==> config.mk <==
export PLATFORM = sky130hd
export DESIGN_NAME = priority_scan_encoder
export DESIGN_NICKNAME = d
export VERILOG_FILES = /design/src/rtl/priority_scan_encoder.sv
export SDC_FILE = /design/constraint.sdc
export NUM_CORES = 1
export LEC_CHECK = 0
export CAP_MARGIN = 20
export CORE_MARGIN = 2
export CORE_UTILIZATION = 30
export DETAILED_ROUTE_END_ITERATION = 10
export SYNTH_ARGS = -nofsm -noshare
export SYNTH_HDL_FRONTEND = slang
export SYNTH_SLANG_ARGS = --single-unit
==> constraint.sdc <==
create_clock -name clk -period 1.8 [get_ports clk]
set_clock_uncertainty 0.15 [all_clocks]
set_input_delay 0.36 -clock clk [delete_from_list [all_inputs] [get_ports clk]]
set_output_delay 0.36 -clock clk [all_outputs]
set_load 0.02 [all_outputs]
==> src/rtl/priority_scan_encoder.sv <==
// Emits the index of every set bit of an accepted request vector, one per beat, in priority order.
// Optional build macro PSE_FLUSH_EN adds a flush input that abandons the vector being emitted.
module priority_scan_encoder #(
  parameter int WIDTH     = 8,
  parameter bit LSB_FIRST = 1'b0,
  localparam int IDX_W    = $clog2(WIDTH)
) (
  input  logic             clk,
  input  logic             rst_n,
  input  logic             in_valid,
  output logic             in_ready,
  input  logic [WIDTH-1:0] in_vec,
  output logic             out_valid,
  input  logic             out_ready,
`ifdef PSE_FLUSH_EN
  input  logic             flush,
`endif
  output logic [IDX_W-1:0] out_idx,
  output logic             out_last,
  output logic             out_none
);

  typedef enum logic {IDLE = 1'b0, EMIT = 1'b1} state_t;

  state_t           state;
  logic [WIDTH-1:0] pend;
  logic             zero_flag;

  logic [IDX_W-1:0] idx_dec;
  logic [WIDTH-1:0] sel;
  logic             single;

  // Later loop iterations overwrite earlier ones, so the scan direction picks the winner.
  always_comb begin
    idx_dec = '0;
    if (LSB_FIRST) begin
      for (int i = WIDTH - 1; i >= 0; i--) begin
        if (pend[i]) idx_dec = IDX_W'(i);
      end
    end else begin
      for (int i = 0; i < WIDTH; i++) begin
        if (pend[i]) idx_dec = IDX_W'(i);
      end
    end
  end

  assign sel    = (pend != '0) ? (WIDTH'(1) << idx_dec) : '0;
  assign single = ((pend & (pend - WIDTH'(1))) == '0);

  assign in_ready  = (state == IDLE);
  assign out_valid = (state == EMIT);
  assign out_idx   = (state == EMIT && !zero_flag) ? idx_dec : '0;
  assign out_last  = (state == EMIT) && (zero_flag || single);
  assign out_none  = (state == EMIT) && zero_flag;

  always_ff @(posedge clk) begin
    if (!rst_n) begin
      state     <= IDLE;
      pend      <= '0;
      zero_flag <= 1'b0;
    end else begin
      case (state)
        IDLE: begin
          if (in_valid) begin
            pend      <= in_vec;
            zero_flag <= (in_vec == '0);
            state     <= EMIT;
          end
        end
        EMIT: begin
`ifdef PSE_FLUSH_EN
          if (flush) begin
            pend      <= '0;
            zero_flag <= 1'b0;
            state     <= IDLE;
          end else
`endif
          if (out_ready) begin
            if (out_last) begin
              pend      <= '0;
              zero_flag <= 1'b0;
              state     <= IDLE;
            end else begin
              pend <= pend & ~sel;
            end
          end
        end
        default: begin
          state <= IDLE;
        end
      endcase
    end
  end

endmodule

==> results of run 1 <==
worst paths after layout:
kind,end,slack [ns],depth (start not counted)
max,out_last,-0.56,5
min,pend[4]$_SDFFE_PN0P_,0.42,2
min reg2reg,pend[4]$_SDFFE_PN0P_,0.42,2
max reg2reg,pend[0]$_SDFFE_PN0P_,-0.39,5
worst max-delay path: cells and delay by family, from the launching register on:
family,cells,cell delay (ns)
flops,1,0.32
buf+inv,1,0.11
compound gates,2,0.35
simple gates,2,0.80
cells by family after synthesis:
group	after synthesis	share of synthesized area, %
and+or+nand+nor	32	29.4
buffers and inverters	7	4.40
AOI/OAI and AO/OA	28	32.6
muxes	1	1.60
DFF	10	32.0
layout by cell type (no fill, tap or decap), types with 2 or more instances in the layout:
master | Yosys | final
a21boi_0 | 3 | 3
a21oi_1 | 3 | 2
a22o_1 | 2 | 2
a22oi_1 | 2 | 2
a32o_1 | 4 | 4
and2_1 | 2 | 2
buf_4 | 0 | 25
buf_6 | 0 | 4
clkbuf_4 | 0 | 3
clkdlybuf4s50_1 | 0 | 11
dfxtp_1 | 10 | 5
dfxtp_2 | 0 | 3
dfxtp_4 | 0 | 2
dlygate4sd2_1 | 0 | 2
nand2_1 | 6 | 6
nor2_1 | 6 | 5
nor2b_1 | 5 | 5
nor3_2 | 0 | 2
nor4_1 | 3 | 2
o21ai_0 | 6 | 5
sequential cells by signal (all words and copies together) (netlist names):
register   cells
zero_flag      1
pend           8
out_valid      1
repair_timing:
action / CTS / global route
setup buffers: 3 / 3
pin swaps: 7 / 6
endpoints found under the setup margin: 8 / 6
gates resized for setup: 38 / 8
power breakdown:
group	internal [mW]	switching [mW]	total, mW
Clock	0.123	0.0873	0.210
Sequential	0.237	0.0186	0.256
Combinational	0.195	0.157	0.352
cell type report:
type | instances | area, um^2
Sequential cell | 10 | 211
Multi-Input combinational cell | 61 | 468
Inverter | 2 | 7.51
Clock buffer | 4 | 36.3
Timing Repair Buffer | 43 | 370
Fill cell | 214 | 835
Tap cell | 27 | 33.8
metal layers:
layer | track usage [%] | vias to the layer above
met1 | 21.0 | 365
met5 | 0 | -
li1 | - | 382
met2 | 32.9 | 25
met3 | 2.73 | 6
met4 | 11.6 | 0
==> impl_metrics.tcl, run 1 <==
set metrics [dict create \
    postCtsHoldBufs 0 \
    critical_path.max_fanout 2 \
    netlist_instances 78 \
    yosysMostFrequentCell "dfxtp_1" \
    drv_cap 0 \
    io_pins 19 \
    die_height_um 49.7 \
    path_class "reg -> out" \
    grt_pass1_vias 788 \
    grt_max_degree 12 \
    wl_met1_um 883 \
    hold_viol 0 \
    setup_viol 5 \
    max_stage_delay_ns 0.57 \
    post-place-ws_ns -0.745 \
    grt_pass1_wl_um 3440 \
    htree_levels 1 \
    synth_top_area_cell "dfxtp_1" \
    fin_area_mm2 0.00113 \
    placed_area_um2 983 \
    ys_top_cells_by_count "dfxtp_1, nand2_1, nor2_1, o21ai_0, nor2b_1" \
    drc 0 \
    cp_slowest_cell "or4_4" \
    avgViaCountPerCell 5.29 \
    syn_avg_cell_area_um2 8.02 \
    io_buffers 18 \
    routed_wl_um 2140 \
    final.period_utilization_pct 131 \
    powerDensity_mw_per_mm2 726 \
    synth_fp_nets 90 \
    critPathArrivalTime_ns 1.85 \
    async_flop_share_pct 0 \
    routedWlPerCell_um 14.6 \
    ir_worst_vdd_mv 0.358 \
    critPathRequiredTime_ns 1.29 \
    final.min_clock_period_ns 2.36 \
    cts_made_buffers 3 \
    cellLeakagePower_nw 0.457 \
    antenna_left 0 \
    root_buffer "clkbuf_4" \
    num_rows 16 \
    clock_latency_ns 0.27 \
    antennaDiodeCount 0 \
    placed_cells 138 \
    relSlewSlack_pct 79.6 \
    cts_max_path_buffers 2 \
    ys_seq_area_share_pct 32.0 \
    crit_start "pend[3]$_SDFFE_PN0P_" \
    synth.distinct_cells 31 \
    syn_to_final_growth_pct 80.2 \
    hold_path_startpoint "pend[4]$_SDFFE_PN0P_" \
    tns_ns -1.13 \
    met3_length_um 73 \
    path_cells "or4_4 > nor3_4 > o31a_1 > o21a_2 > buf_6" \
    synth_edf_count 0 \
    cts_tree "built" \
    synth_area_um2 626 \
    firstDrtPassIters 5 \
    die_w_um 49.7 \
    drt_iter0_drc 15 \
    p_total_mw 0.818 \
    status "complete, but fails checks" \
    fin_nets 133 \
    start_kind "flip-flop" \
    fin_util_pct 57.5 \
    yosys_register_bits 10 \
    via_count 778 \
    grt_antenna_before_repair 0 \
    hold_ws_ns 0.421 \
    clk_pin_slew_ns 0.08 \
    r2r-start "pend[3]$_SDFFE_PN0P_" \
    place_congestion 0.755 \
    start_util_pct 31.9 \
    wl_met2_um 1130 \
    ys_warn_count 0 \
    dp_hpwl_um 1500 \
    clkSinkCount 10 \
    layout_setup_ws_ns -0.559 \
    core_mm2 0.00196 \
    die_area_mm2 0.00247 \
    layout-drive-gt1-share_pct 41.7 \
    final_cells 147 \
    yosysTopAreaCellShare_pct 32.0 \
    violations "setup timing" \
    tightestPinTransition_ns 0.306 \
    highest_layer "met4" \
    maxSlewViolCount 0 \
    clock.fmax_ghz 0.424 \
    hold_class "reg -> reg" \
    grt_overflow 0 \
    endpoint_kind "output pin" \
    synth_ff_type "dfxtp_1" \
    rsz0062_at_grt "yes" \
    synth_area_leaders "dfxtp_1, a32o_1, nor2b_1" \
    grt_use_total_pct 18.7 \
]
Power figures use the tool's default switching activity.
==> run 2, diff against run 1 <==
--- a/config.mk
+++ b/config.mk
@@ -7,8 +7,10 @@
 export LEC_CHECK = 0
 export CAP_MARGIN = 20
 export CORE_MARGIN = 2
-export CORE_UTILIZATION = 30
+export CORE_UTILIZATION = 40
 export DETAILED_ROUTE_END_ITERATION = 10
+export PLACE_DENSITY = 0.73
+export SETUP_SLACK_MARGIN = 0.1
 export SYNTH_ARGS = -nofsm -noshare
 export SYNTH_HDL_FRONTEND = slang
 export SYNTH_SLANG_ARGS = --single-unit
==> run 2 against run 1 <==
The flow still finishes with violations (setup timing). Fmax up 1.9%. Count of clock-buffer cells in the layout is the same. Wire length increased by 5.4%. Critical path depth unchanged. Clock power about the same. Combinational power increased by 5%. Sequential cell count stayed put. Core utilization rose by 20 points. Die area fell by 23%. Final area increased by 2.3%. Final cell count is 7.5% lower. Non-clock buffer count is the same. Critical path type unchanged. Critical endpoint unchanged. Highest routed layer unchanged.
==> impl_metrics.tcl, run 2 (same netlist as run 1, synthesis figures left out) <==
set metrics [dict create \
    status "complete, but fails checks" \
    violations "setup timing" \
    clk_pin_slew_ns 0.07 \
    final.min_clock_period_ns 2.31 \
    drv_cap 0 \
    drt_iter0_drc 35 \
    grt_antenna_before_repair 0 \
    grt_pass1_vias 737 \
    root_buffer "clkbuf_4" \
    start_kind "flip-flop" \
    tightestPinTransition_ns 0.290 \
    hold_class "reg -> reg" \
    relSlewSlack_pct 80.5 \
    path_class "reg -> out" \
    rsz0062_at_grt "yes" \
    maxSlewViolCount 0 \
    fin_util_pct 77.5 \
    fillers 113 \
    grt_overflow 0 \
    routedWlPerCell_um 16.6 \
    post-place-ws_ns -0.711 \
    routed_wl_um 2260 \
    cts_max_path_buffers 2 \
    cts_made_buffers 3 \
    syn_to_final_growth_pct 84.4 \
    final_common_cell "buf_4" \
    critPathArrivalTime_ns 1.80 \
    placed_cells 126 \
    critPathRequiredTime_ns 1.29 \
    regMostFlops "pend" \
    io_buffers 18 \
    die_area_mm2 0.00190 \
    clock_latency_ns 0.27 \
    critical_path.max_fanout 2 \
    setup_viol 4 \
    layout_common_cells "buf_4, clkdlybuf4s50_1, buf_6" \
    multi_input_area_um2 493 \
    final_cells 136 \
    dp_hpwl_um 1500 \
    firstDrtPassIters 5 \
    antenna_left 0 \
    via_count 798 \
    die_w_um 43.5 \
    largest_reg_flops 8 \
    layout-drive-gt1-share_pct 45.0 \
    start_util_pct 42.0 \
    drc 0 \
    clock.fmax_ghz 0.432 \
    num_rows 14 \
    fin_nets 133 \
    grt_max_degree 12 \
    final.period_utilization_pct 129 \
    place_congestion 0.834 \
    layout_setup_ws_ns -0.515 \
    die_height_um 43.5 \
    grt_pass1_wl_um 3260 \
    grt_use_total_pct 23.6 \
    hold_viol 0 \
    avgViaCountPerCell 5.87 \
    cts_tree "built" \
    powerDensity_mw_per_mm2 729 \
    antennaDiodeCount 0 \
    endpoint_kind "output pin" \
    core_mm2 0.00149 \
    clkSinkCount 10 \
    ir_worst_vdd_mv 0.647 \
    seqCellArea_um2 213 \
    io_pins 19 \
    cellLeakagePower_nw 0.466 \
    htree_levels 1 \
]
[run 2: changes by cell type in the layout (fill, tap and decap cells not counted), sizes merged]
cell and delta:
clkdlybuf4s15 -1, buf +1
[run 2: worst max-delay path, stage by stage, from the launching register on]
cell and delay (ns):
dfxtp_2 0.34, or4_4 0.55, a2111oi_4 0.21, o31a_1 0.19, o21a_2 0.13, buf_6 0.11
[run 2: where the power goes]
| group | switching [mW] | internal, mW |
|---|---|---|
| combinational | 0.164 | 0.205 |
| sequential | 0.0248 | 0.238 |
| clock | 0.0857 | 0.123 |
| total | 0.275 | 0.566 |
[run 2: area by class of cell]
class / count / area share [%]
inverter: 2 / 0.651
sequential: 10 / 18.4
tap: 16 / 1.74
clock buffer: 4 / 3.15
timing repair buffer: 43 / 33.3
multi-input combinational: 61 / 42.7
[run 2: worst paths after layout]
kind | start | to | slack (ns) | cells after the start
setup / recovery | pend[7]$_SDFFE_PN0P_ | out_last | -0.51 | 5
hold / removal | pend[3]$_SDFFE_PN0P_ | pend[3]$_SDFFE_PN0P_ | 0.45 | 2
setup reg to reg | pend[7]$_SDFFE_PN0P_ | pend[0]$_SDFFE_PN0P_ | -0.36 | 5
hold reg to reg | pend[3]$_SDFFE_PN0P_ | pend[3]$_SDFFE_PN0P_ | 0.45 | 2
[run 2: metrics by stage]
| step | power [mW] | hold WS, ns | instance area, um^2 | TNS (ns) |
|---|---|---|---|---|
| finish | 0.841 | 0.453 | 1150 | -0.990 |
| global route | 0.876 | 0.473 | 1150 | -1.20 |
| CTS | 0.767 | 0.442 | 1030 | -1.28 |
| detailed placement | 0.558 | 0.428 | 968 | -1.66 |
| global placement | 0.552 | 0.423 | 968 | -1.60 |
| floorplan | 0.414 | 0.321 | 647 | -0.272 |
[run 2: per-layer routing]
layer  GRT usage [%]  vias up  part of all wire, %
met2            39.1       35                   52
met1            28.5      375                   40
met5               0        -                    0
li1                -      379                    -
met3            2.92        9                  5.3
met4            15.2        0                  3.1
[run 2: what timing repair did]
action                     4_1_cts  5_1_grt
resized for setup               25       34
setup buffers                    0        6
setup endpoints to repair        9        9
pin swaps                        4        6
hold buffers                     0        0
